File: src/rtl/mem_port_arbiter.sv
// mem_port_arbiter: shares one single-port 32-bit main memory between the
// instruction-fetch side (I) and the data side (D). One transaction at a
// time, round-robin on ties, sticky watchdog on transactions that never end.
//
// Requester handshake: a side raises its request (I_READ, or D_READ/D_WRITE)
// with address/data stable and holds it while x_BUSYWAIT is high; the cycle
// x_BUSYWAIT is seen low with the request high is the completion cycle, and
// the requester must drop or change its request at the following rising edge.
// Memory handshake: MEM_READ/MEM_WRITE are held with MEM_ADDRESS and
// MEM_WRITEDATA stable until a rising edge samples MEM_BUSYWAIT low.
module mem_port_arbiter #(
  parameter int unsigned TIMEOUT = 255
) (
  input  logic        CLK,
  input  logic        RESET,
  input  logic        I_READ,
  input  logic [5:0]  I_ADDRESS,
  output logic [31:0] I_READDATA,
  output logic        I_BUSYWAIT,
  input  logic        D_READ,
  input  logic        D_WRITE,
  input  logic [5:0]  D_ADDRESS,
  input  logic [31:0] D_WRITEDATA,
  output logic [31:0] D_READDATA,
  output logic        D_BUSYWAIT,
  output logic        MEM_READ,
  output logic        MEM_WRITE,
  output logic [5:0]  MEM_ADDRESS,
  output logic [31:0] MEM_WRITEDATA,
  input  logic [31:0] MEM_READDATA,
  input  logic        MEM_BUSYWAIT,
  output logic        ERROR,
  output logic [2:0]  state_dbg
);

  typedef enum logic [2:0] {
    IDLE      = 3'd0,
    GRANT_I   = 3'd1,
    GRANT_D   = 3'd2,
    RELEASE_I = 3'd3,
    RELEASE_D = 3'd4
  } state_t;

  localparam logic [9:0] TIMEOUT_CNT = 10'(TIMEOUT);

  state_t     state;
  state_t     state_nxt;
  logic       grant_i;
  logic       grant_d;
  logic       in_grant;
  logic       done;
  logic       d_req;
  logic       last_grant_d;  // 0: I was granted last (so D wins the next tie)
  logic       op_write;
  logic [9:0] wd_cnt;

  assign d_req    = D_READ | D_WRITE;
  assign in_grant = (state == GRANT_I) || (state == GRANT_D);
  assign done     = in_grant && !MEM_BUSYWAIT;

  // Strobes decode straight from state so an async reset drops them at once.
  assign MEM_READ   = in_grant && !op_write;
  assign MEM_WRITE  = in_grant && op_write;
  assign I_BUSYWAIT = I_READ && (state != RELEASE_I);
  assign D_BUSYWAIT = d_req && (state != RELEASE_D);
  assign state_dbg  = state;

  // State register.
  always_ff @(posedge CLK or posedge RESET) begin
    if (RESET) state <= IDLE;
    else       state <= state_nxt;
  end

  // Next-state and grant decision; round-robin on simultaneous requests.
  always_comb begin
    state_nxt = state;
    grant_i   = 1'b0;
    grant_d   = 1'b0;
    case (state)
      IDLE: begin
        if (I_READ && d_req) begin
          grant_d = !last_grant_d;
          grant_i = last_grant_d;
        end else begin
          grant_d = d_req;
          grant_i = I_READ;
        end
        if (grant_d)      state_nxt = GRANT_D;
        else if (grant_i) state_nxt = GRANT_I;
      end
      GRANT_I:   if (!MEM_BUSYWAIT) state_nxt = RELEASE_I;
      GRANT_D:   if (!MEM_BUSYWAIT) state_nxt = RELEASE_D;
      RELEASE_I: state_nxt = IDLE;
      RELEASE_D: state_nxt = IDLE;
      default:   state_nxt = IDLE;
    endcase
  end

  // Latch the granted request; requester inputs are ignored afterwards.
  always_ff @(posedge CLK or posedge RESET) begin
    if (RESET) begin
      MEM_ADDRESS   <= 6'd0;
      MEM_WRITEDATA <= 32'd0;
      op_write      <= 1'b0;
      last_grant_d  <= 1'b0;
    end else if (grant_i || grant_d) begin
      MEM_ADDRESS  <= grant_d ? D_ADDRESS : I_ADDRESS;
      if (grant_d) MEM_WRITEDATA <= D_WRITEDATA;
      op_write     <= grant_d && D_WRITE;
      last_grant_d <= grant_d;
    end
  end

  // Capture read data on completion; held until the same side's next read.
  always_ff @(posedge CLK or posedge RESET) begin
    if (RESET) begin
      I_READDATA <= 32'd0;
      D_READDATA <= 32'd0;
    end else if (done && !op_write) begin
      if (state == GRANT_I) I_READDATA <= MEM_READDATA;
      else                  D_READDATA <= MEM_READDATA;
    end
  end

  // Watchdog: count busy GRANT cycles; completion at TIMEOUT-1 never flags.
  always_ff @(posedge CLK or posedge RESET) begin
    if (RESET) begin
      wd_cnt <= 10'd0;
      ERROR  <= 1'b0;
    end else if (grant_i || grant_d) begin
      wd_cnt <= 10'd0;
    end else if (in_grant && MEM_BUSYWAIT) begin
      if (wd_cnt != 10'h3FF) wd_cnt <= wd_cnt + 10'd1;
      if (wd_cnt + 10'd1 == TIMEOUT_CNT) ERROR <= 1'b1;
    end
  end

endmodule
File: config.mk
export PLATFORM = sky130hd
export DESIGN_NAME = mem_port_arbiter
export DESIGN_NICKNAME = d
export VERILOG_FILES = /design/src/rtl/mem_port_arbiter.sv
export SDC_FILE = /design/constraint.sdc
export NUM_CORES = 1
export LEC_CHECK = 0
export ABC_AREA = 1
export ABC_CLOCK_PERIOD_IN_PS = 6320
export BUFFER_PORTS_ARGS = -buffer_cell sky130_fd_sc_hd__buf_4
export CAP_MARGIN = 10
export CORE_ASPECT_RATIO = 0.7
export CORE_MARGIN = 2
export CORE_UTILIZATION = 40
export DETAILED_ROUTE_END_ITERATION = 10
export GPL_TIMING_DRIVEN = 0
export PLACE_DENSITY = 0.78
export SKIP_CTS_REPAIR_TIMING = 1
export SYNTH_ARGS = -nofsm -noshare
export SYNTH_HDL_FRONTEND = slang
export SYNTH_SLANG_ARGS = --single-unit
File: constraint.sdc
create_clock -name CLK -period 6.32 [get_ports CLK]
set_input_delay 1.264 -clock CLK [delete_from_list [all_inputs] [get_ports CLK]]
set_output_delay 1.264 -clock CLK [all_outputs]
set_load 0.05 [all_outputs]
# ---- Yosys cells after proc, flatten, opt, wreduce, memory -nomap -nowiden
# Cells that the tools add are included.
dict set report word_totals {
  register_bits 118
  elab_cells 60
}
dict set report op_classes {
  addsub 1
  n_eq_ne 9
  muxes 15
  n_bitwise 3
  n_reduce_logical 23
}
# op n
set op_table {}
lappend op_table {{$mux 10} 3}
lappend op_table {{$mux 3} 4}
lappend op_table {{$add 10x1->10 const B} 1}
lappend op_table {{$eq 10x8->1 const B} 1}
lappend op_table {{$ne 10x10->1 const B} 1}
lappend op_table {{$logic_and 1x1->1} 9}
lappend op_table {{$pmux 3 s3} 1}
lappend op_table {{$reduce_and 2->1} 4}
lappend op_table {{$mux 1} 6}
lappend op_table {{$mux 6} 1}
lappend op_table {{$ne 3x3->1 const B} 2}
lappend op_table {{$reduce_and 3->1} 2}
lappend op_table {{$ne 2x2->1 const B} 2}
lappend op_table {{$reduce_bool 2->1} 2}
lappend op_table {{$eq 3x1->1 const B} 1}
lappend op_table {{$eq 3x2->1 const B} 1}
lappend op_table {{$logic_not 1->1} 3}
lappend op_table {{$logic_not 3->1} 1}
lappend op_table {{$ne 3x2->1 const B} 1}
lappend op_table {{$logic_or 1x1->1} 2}
lappend op_table {{$not 1->1} 2}
lappend op_table {{$or 1x1->1} 1}

# ---- Longest topological paths before layout
# Gate-level depths: netlist of run 1.
dict set report depth {
  word_depth 8
  mapped_depth 10
  ltp_nobuf 10
}

# ---- Worst setup path before layout of run 1
# Ideal clock, no wire load.
dict set report synth_timing {
  path_type {input to output}
  start {input port D_READ}
  end {output port D_BUSYWAIT}
  t_arrival_ns 2.137
  required_ns 5.056
  slack_ns 2.919
  cell_stages 2
  n_path_buf 0
  cell_sequence {nor2_1 -> a31oi_1}
}
dict set report synth_between {
  elab_chain_len 2
}
# item line_no
set synth_rtl {}
lappend synth_rtl {{from (decl)} 20} ;# input logic D_READ,
lappend synth_rtl {{$or 1x1->1} 57} ;# assign d_req = D_READ | D_WRITE;
lappend synth_rtl {{$logic_and 1x1->1} 65} ;# assign D_BUSYWAIT = d_req && (state != RELEASE_D);
lappend synth_rtl {{to (decl)} 25} ;# output logic D_BUSYWAIT,
# Every way passes these cells.

# ---- Worst setup path in the final report of run 1
# Ends and elaborated chain as after synthesis.

==> impl_metrics.tcl, run 1 <==
set metrics [dict create \
    outcome "finished, final reports clean" \
    worst_setup_path_start_kind "input pin" \
    grt_max_degree 66 \
    place_area_mm2 0.006878 \
    layout_setup_ws_ps 3134 \
    worstPathRequired_ps 5060 \
    finClkSkew_ps 10.86 \
    ir_drop_uv 414.8 \
    syn_to_final_growth_pct 44.23 \
    syn_inst 483 \
    fin_nets 778 \
    holdWs_ps 486.5 \
    tightest_slew_ps 818.2 \
    die_w_um 140.4 \
    die_h_um 99.50 \
    path_buf_inv 2 \
    worstPathMaxFanout 4 \
    path_common_cell "buf_4" \
    syn_area_per_cell_um2 10.79 \
    powerDensity_mw_per_mm2 684.2 \
    drive_gt1_share_pct 47.10 \
    path_delay_family "buffers and inverters" \
    drc_errors 0 \
    grt_overflow 0 \
    dieArea_mm2 0.01397 \
    cts_made_buffers 17 \
    cp_slowest_cell "nor2_1" \
    period_needed_ps 3186 \
    routed_wl_um 13320 \
    fp.coreArea_mm2 0.01255 \
    clk_path_buf_depth 2 \
    crit_chain "buf_4 > nor2_1 > a31oi_1 > buf_4" \
    htree_levels 4 \
    fin_util_pct 59.89 \
    hold_path_class "flop to flop" \
    slew_violations 0 \
    gp_congestion 0.8294 \
    rsz0062_at_grt "no" \
    hpwl_um 9605 \
    avgRoutedWirePerCell_um 15.33 \
    final_design_area_no_fill_mm2 0.007516 \
    ys_warn_count 0 \
    clock-sinks 118 \
    portBuffers 191 \
    final.period_utilization_pct 50.41 \
    clk_pin_slew_worst_paths_ps 60 \
    num_vias 4163 \
    arrival_ps 1920 \
    start_util_pct 41.53 \
    antenna_found_initial 0 \
    synth_area_mm2 0.005211 \
    ioPinCount 192 \
    max-cap-violations 0 \
    cts_root_buf "clkbuf_16" \
    rows 34 \
    yosys_register_bits 118 \
    worstSkewPairLatency_ps 400 \
    first_global_vias 4332 \
    synth_fp_nets 567 \
    grt_pass1_wl_um 21780 \
    crit_type "input pin to output pin" \
    tns_ps 0 \
    antenna_left 0 \
    fmax_mhz 313.9 \
    antenna_cells 0 \
    synth_seq_area_share_pct 56.66 \
    slowest_delay_ps 250 \
    cts_tree "done" \
    leakage_nw 3.918 \
    hold_viol_final 0 \
    synth_cell_types 30 \
    dr.pass1.iters 5 \
    viasPerCell 4.791 \
    track_usage_pct 19.78 \
    drtIter0Drc 146 \
    relSlewSlack_pct 45.45 \
    cp-end-kind "output pin" \
    finalSetupViolCount 0 \
    place_ws_ps 3132 \
]
[power by group]
part	switching, W	internal (W)
combinational	0.00187	0.000931
sequential	0.000217	0.00109
clock	0.000355	0.000675
total	0.00244	0.00270
[cell families after synthesis]
logic type | after synthesis | share of synthesized area (%)
AOI/OAI and AO/OA | 92 | 11.40
buffers and inverters | 72 | 6.699
DFF | 118 | 56.66
adders and majority gates | 2 | 0.4801
muxes | 32 | 9.220
and+or+nand+nor | 167 | 15.53
[layout by cell type (no fill, tap or decap), types with 3 or more instances in the layout]
cell	count
buf_4	191
dfrtp_1	118
nand2_1	89
inv_1	50
o21ai_0	39
o21ai_2	32
mux2_4	32
nand3_1	23
nand2_2	21
nor2_1	20
clkbuf_16	17
a21oi_1	13
buf_6	10
clkbuf_1	6
clkinv_4	4
bufinv_16	4
buf_2	3
nand4_1	3
inv_6	3
[worst reg2reg max path, delay by kind of cell, from the launching register on]
family / cells / cell delay (ps)
buffers and inverters: 2 / 540
AO/OA/AOI/OAI: 1 / 90
flip-flops: 1 / 380
AND/OR/NAND/NOR: 3 / 570
[flip-flops by register name, summed over array words and instances (netlist names)]
| signal | flops |
|---|---|
| MEM_ADDRESS | 6 |
| state_dbg | 3 |
| I_READDATA | 32 |
| wd_cnt | 10 |
| MEM_WRITEDATA | 32 |
| last_grant_d | 1 |
| ERROR | 1 |
| D_READDATA | 32 |
| op_write | 1 |
[synth_stat cells, drive strengths merged]
| library cell | number | area share [%] |
|---|---|---|
| a211oi | 1 | 0.14 |
| a21oi | 14 | 1.4 |
| a31oi | 2 | 0.24 |
| buf | 13 | 2.4 |
| clkbuf | 6 | 0.43 |
| dfrtp | 118 | 57 |
| ha | 2 | 0.48 |
| inv | 53 | 3.8 |
| mux2 | 32 | 9.2 |
| nand2 | 112 | 9.5 |
| nand3 | 25 | 2.9 |
| nand3b | 2 | 0.29 |
| nand4 | 4 | 0.60 |
| nor2 | 22 | 2.0 |
| nor3 | 2 | 0.19 |
| o21ai | 73 | 9.3 |
| o21bai | 1 | 0.14 |
| o31ai | 1 | 0.14 |
[per-layer routing]
layer / global-route usage (%) / vias to the layer above / share of wire (%)
met4: 5.594 / 0 / 0.54
met3: 8.137 / 10 / 9.3
met2: 31.79 / 178 / 47
met5: 0 / - / 0
met1: 24.85 / 1983 / 43
li1: - / 1992 / -
[final cells by class]
class                   count  area (µm²)
clock inverters            14       198.9
multi-input cells         293        1909
repair buffers            192        1461
flip-flops and latches    118        2953
clock buffers              18       439.2
fillers                  1007        5034
inverters                  53       201.4
well taps                 162       202.7
plain buffers              19       150.1
[through the flow]
step,total power [W],std cells
after floorplan,0.003307,483
after global placement,0.004066,836
after detailed placement,0.004134,837
after CTS,0.005188,869
after global routing,0.005399,869
final,0.005142,869
[path summary, 6_finish.rpt]
kind	from	slack [ps]	to	cells after the start
worst max-delay path	D_READ	3130	D_BUSYWAIT	4
worst max register to register	state_dbg[2]	4610	I_READDATA[22]	6
worst min register to register	D_READDATA[10]	490	D_READDATA[10]	2
worst min-delay path	D_READDATA[10]	490	D_READDATA[10]	2
min in group asynchronous	RESET	1040	I_READDATA[22]	2
max in group asynchronous	RESET	4530	D_READDATA[31]	3
Power figures use the tool's default switching activity.
==> run 2, diff against run 1 <==
--- a/config.mk
+++ b/config.mk
@@ -6,7 +6,7 @@
 export NUM_CORES = 1
 export LEC_CHECK = 0
 export ABC_AREA = 1
-export ABC_CLOCK_PERIOD_IN_PS = 6320
+export ABC_CLOCK_PERIOD_IN_PS = 3100
 export BUFFER_PORTS_ARGS = -buffer_cell sky130_fd_sc_hd__buf_4
 export CAP_MARGIN = 10
 export CORE_ASPECT_RATIO = 0.7
==> constraint.sdc (replaced) <==
create_clock -name CLK -period 3.1 [get_ports CLK]
set_input_delay 0.62 -clock CLK [delete_from_list [all_inputs] [get_ports CLK]]
set_output_delay 0.62 -clock CLK [all_outputs]
set_load 0.05 [all_outputs]
==> impl_metrics.tcl, run 2 (same netlist as run 1, synthesis figures left out) <==
set metrics [dict create \
    hold_path_class "input pin to asynchronous set/reset pin" \
    clock-sinks 118 \
    gp_congestion 0.8797 \
    antenna_cells 0 \
    avgRoutedWirePerCell_um 15.99 \
    layout_common_cells "buf_4, dfrtp_1, nand2_1" \
    start_util_pct 41.53 \
    cts_made_buffers 17 \
    drive_gt1_share_pct 47.18 \
    cp_slowest_cell "dfrtp_1" \
    tns_ps 0 \
    max-cap-violations 0 \
    path_buf_inv 3 \
    crit_chain "buf_2 > inv_1 > nand3_4 > nor2_4 > buf_4" \
    path_delay_family "buffers and inverters" \
    rows 34 \
    clk_path_buf_depth 2 \
    r2r_cells 6 \
    rsz0062_at_grt "no" \
    slowest_delay_ps 390 \
    worst_setup_path_start_kind "flop" \
    worst-path-stages 5 \
    crit_type "flop to output pin" \
    antenna_left 0 \
    syn_to_final_growth_pct 43.12 \
    worstPathMaxFanout 7 \
    arrival_ps 1560 \
    drc_errors 0 \
    routed_wl_um 13910 \
    rrSetupSlack_ps 1370 \
    die_w_um 140.4 \
    worstPathRequired_ps 2480 \
    fin_nets 780 \
    finClkSkew_ps 8.885 \
    fin_util_pct 59.43 \
    die_h_um 99.50 \
    switching_share_pct 48.83 \
    cts_root_buf "clkbuf_16" \
    switchingPower_w 0.005007 \
    final.period_utilization_pct 70.34 \
    dieArea_mm2 0.01397 \
    worstSkewPairLatency_ps 400 \
    largest_registers "D_READDATA (32), I_READDATA (32), MEM_WRITEDATA (32)" \
    pwr-share-seq_pct 26.3 \
    layout_commonest_cell "buf_4" \
    viasPerCell 4.831 \
    clk_pin_slew_worst_paths_ps 60 \
    ioPinCount 192 \
    portBuffers 191 \
    htree_levels 4 \
    slew_violations 0 \
    ir_drop_uv 699.1 \
    finalSetupViolCount 0 \
    first_global_vias 4250 \
    grt_max_degree 42 \
    clockPowerShare_pct 17.7 \
    fp.coreArea_mm2 0.01255 \
    drtIter0Drc 211 \
    outcome "finished, final reports clean" \
    relSlewSlack_pct 65.34 \
    comb_power_share_pct 56.0 \
    internal_power_w 0.005247 \
    hpwl_um 10200 \
    cts_tree "done" \
    powerDensity_mw_per_mm2 1375 \
    track_usage_pct 20.32 \
    grt_overflow 0 \
    fill_cells 1034 \
    leakage_nw 3.882 \
    dr.pass1.iters 5 \
    fmax_mhz 458.6 \
    num_vias 4203 \
    tightest_slew_ps 519.8 \
    hold_viol_final 0 \
    grt_pass1_wl_um 22360 \
    cp-end-kind "output pin" \
    antenna_found_initial 0 \
    period_needed_ps 2181 \
]
[run 2: per-layer routing]
layer / up-vias / GRT usage [%] / part of all wire (%)
met1: 2014 / 27.90 / 45
met3: 8 / 7.078 / 8.9
met4: 0 / 4.895 / 0.43
met2: 179 / 31.26 / 46
met5: - / 0 / 0
li1: 2002 / - / -
[run 2: per-stage QoR]
stage	instance area [µm²]	instances	worst slack, ps	total power [W]	hold WS [ps]
after global routing	7458	870	839.3	0.01076	141.4
final	7458	870	919.3	0.01025	160.6
after CTS	7458	870	920.8	0.01033	144.3
after floorplan	5215	483	666.3	0.006742	482.3
after detailed placement	6912	839	1154	0.008458	458.3
after global placement	6852	836	315.6	0.008321	453.7
[run 2: final timing paths]
check	from	end
min in group CLK	D_WRITEDATA[28]	MEM_WRITEDATA[28]
max	state_dbg[2]	MEM_READ
min	RESET	MEM_WRITEDATA[9]
min reg2reg	ERROR	ERROR
max reg2reg	state_dbg[2]	I_READDATA[25]
max in group asynchronous	RESET	D_READDATA[31]
[run 2: layout make-up]
class | instances | area [µm²] | area share, %
flip-flops and latches | 118 | 2953 | 39.59
clock inverters | 13 | 107.6 | 1.443
clock buffers | 18 | 439.2 | 5.888
inverters | 53 | 202.7 | 2.718
well taps | 162 | 202.7 | 2.718
repair buffers | 194 | 1494 | 20.03
multi-input cells | 293 | 1909 | 25.60
plain buffers | 19 | 150.1 | 2.013
[run 2: power groups by stage]
stage | Combinational [W] | Sequential, W | Clock (W)
after floorplan | 0.00186 | 0.00489 | 0
after global placement | 0.00565 | 0.00267 | 0
after detailed placement | 0.00576 | 0.00270 | 0
after CTS | 0.00577 | 0.00270 | 0.00186
after global routing | 0.00603 | 0.00278 | 0.00195
final | 0.00574 | 0.00270 | 0.00181
==> run 3, diff against run 2 <==
--- a/config.mk
+++ b/config.mk
@@ -6,7 +6,7 @@
 export NUM_CORES = 1
 export LEC_CHECK = 0
 export ABC_AREA = 1
-export ABC_CLOCK_PERIOD_IN_PS = 3100
+export ABC_CLOCK_PERIOD_IN_PS = 1900
 export BUFFER_PORTS_ARGS = -buffer_cell sky130_fd_sc_hd__buf_4
 export CAP_MARGIN = 10
 export CORE_ASPECT_RATIO = 0.7
@@ -14,7 +14,7 @@
 export CORE_UTILIZATION = 40
 export DETAILED_ROUTE_END_ITERATION = 10
 export GPL_TIMING_DRIVEN = 0
-export PLACE_DENSITY = 0.78
+export PLACE_DENSITY = 0.81
 export SKIP_CTS_REPAIR_TIMING = 1
 export SYNTH_ARGS = -nofsm -noshare
 export SYNTH_HDL_FRONTEND = slang
==> constraint.sdc (replaced) <==
create_clock -name CLK -period 1.9 [get_ports CLK]
set_input_delay 0.38 -clock CLK [delete_from_list [all_inputs] [get_ports CLK]]
set_output_delay 0.38 -clock CLK [all_outputs]
set_load 0.05 [all_outputs]
==> impl_metrics.tcl, run 3 (same netlist as run 1, synthesis figures left out) <==
set metrics [dict create \
    outcome "finished, final reports clean" \
    powerDensity_mw_per_mm2 2249 \
    num_vias 4236 \
    die_w_um 140.4 \
    power_w 0.01687 \
    rows 34 \
    holdWs_ps 126.8 \
    antenna_found_initial 0 \
    gp_congestion 0.8754 \
    cts_root_buf "clkbuf_16" \
    fin_util_pct 59.77 \
    layout_commonest_cell "buf_4" \
    cts_tree "done" \
    start_util_pct 41.53 \
    portBuffers 191 \
    first_global_vias 4315 \
    largest_registers "D_READDATA (32), I_READDATA (32), MEM_WRITEDATA (32)" \
    max-cap-violations 0 \
    grt_overflow 0 \
    drtIter0Drc 154 \
    place_ws_ps 184.4 \
    viasPerCell 4.869 \
    layout_common_cells "buf_4, dfrtp_1, nand2_1" \
    fin_nets 780 \
    die_h_um 99.50 \
    layout_setup_ws_ps 79.20 \
    track_usage_pct 19.76 \
    routed_wl_um 13420 \
    worstSkewPairLatency_ps 400 \
    hold_viol_final 0 \
    clk_path_buf_depth 2 \
    placed_cells 838 \
    antenna_cells 0 \
    arrival_ps 1440 \
    cp-end-kind "output pin" \
    drive_gt1_share_pct 48.02 \
    grt_pass1_wl_um 21660 \
    crit_type "flop to output pin" \
    leakage_nw 3.891 \
    fmax_mhz 549.2 \
    ir_drop_uv 1457 \
    final.period_utilization_pct 95.83 \
    worstPathMaxFanout 6 \
    slew_violations 0 \
    hold_path_class "input pin to asynchronous set/reset pin" \
    dr.pass1.iters 4 \
    ioPinCount 192 \
    clk_pin_slew_worst_paths_ps 60 \
    stdcell_count 870 \
    syn_to_final_growth_pct 43.94 \
    worst_setup_path_start_kind "flop" \
    grt_max_degree 47 \
    clock-sinks 118 \
    rsz0062_at_grt "no" \
    dieArea_mm2 0.01397 \
    hpwl_um 9826 \
    drc_errors 0 \
    cts_made_buffers 17 \
    antenna_left 0 \
    finClkSkew_ps 8.593 \
    period_needed_ps 1821 \
    tightest_slew_ps 799.7 \
    relSlewSlack_pct 46.57 \
    htree_levels 4 \
    avgRoutedWirePerCell_um 15.43 \
    finalSetupViolCount 0 \
    fp.coreArea_mm2 0.01255 \
    worstPathRequired_ps 1520 \
]
[run 3: cell count changes in the layout (fill, tap and decap cells not counted), sizes merged]
cell	before	now
clkbuf	24	29
clkinv	6	4
clkinvlp	5	4
inv	54	52
[run 3: routing by layer]
metal	GRT usage (%)	up-vias	share of wire, %
met5	0	-	0
met4	7.148	0	1.2
met3	8.233	24	9.3
met2	30.17	192	46
met1	25.47	2023	43
li1	-	1997	-
[run 3: critical path, stage by stage (launching register included)]
cell,delay (ps)
dfrtp_2,430
inv_2,110
nand2_8,100
nand3_4,80
nor2_2,100
buf_4,210
[run 3: final timing paths]
kind	start	endpoint	slack [ps]	cells after the start
setup / recovery	state_dbg[1]	MEM_WRITE	80	5
hold / removal	RESET	MEM_WRITEDATA[31]	130	2
setup reg to reg	wd_cnt[0]	wd_cnt[4]	210	8
hold reg to reg	I_READDATA[4]	I_READDATA[4]	480	2
max in group asynchronous	RESET	I_READDATA[3]	830	4
min in group CLK	D_WRITEDATA[4]	MEM_WRITEDATA[4]	200	2
[run 3: per-stage QoR]
step                      setup TNS, ps  instance area [µm²]
after detailed placement              0                 6913
after global routing                  0                 7501
after global placement           -68530                 6873
after CTS                        -108.5                 7483
after floorplan                  -139.8                 5236
final                                 0                 7501
[run 3: cell type report]
cell class / instances / area, µm²
Timing Repair Buffer: 195 / 1496
Inverter: 53 / 205.2
Fill cell: 1012 / 5049
Tap cell: 162 / 202.7
Clock buffer: 23 / 498.0
Buffer: 18 / 145.1
Multi-Input combinational cell: 293 / 1924
Clock inverter: 8 / 72.57
Sequential cell: 118 / 2957
[run 3: power breakdown]
group | switching (W) | internal (W)
sequential | 0.000775 | 0.00365
combinational | 0.00623 | 0.00315
clock | 0.00112 | 0.00195
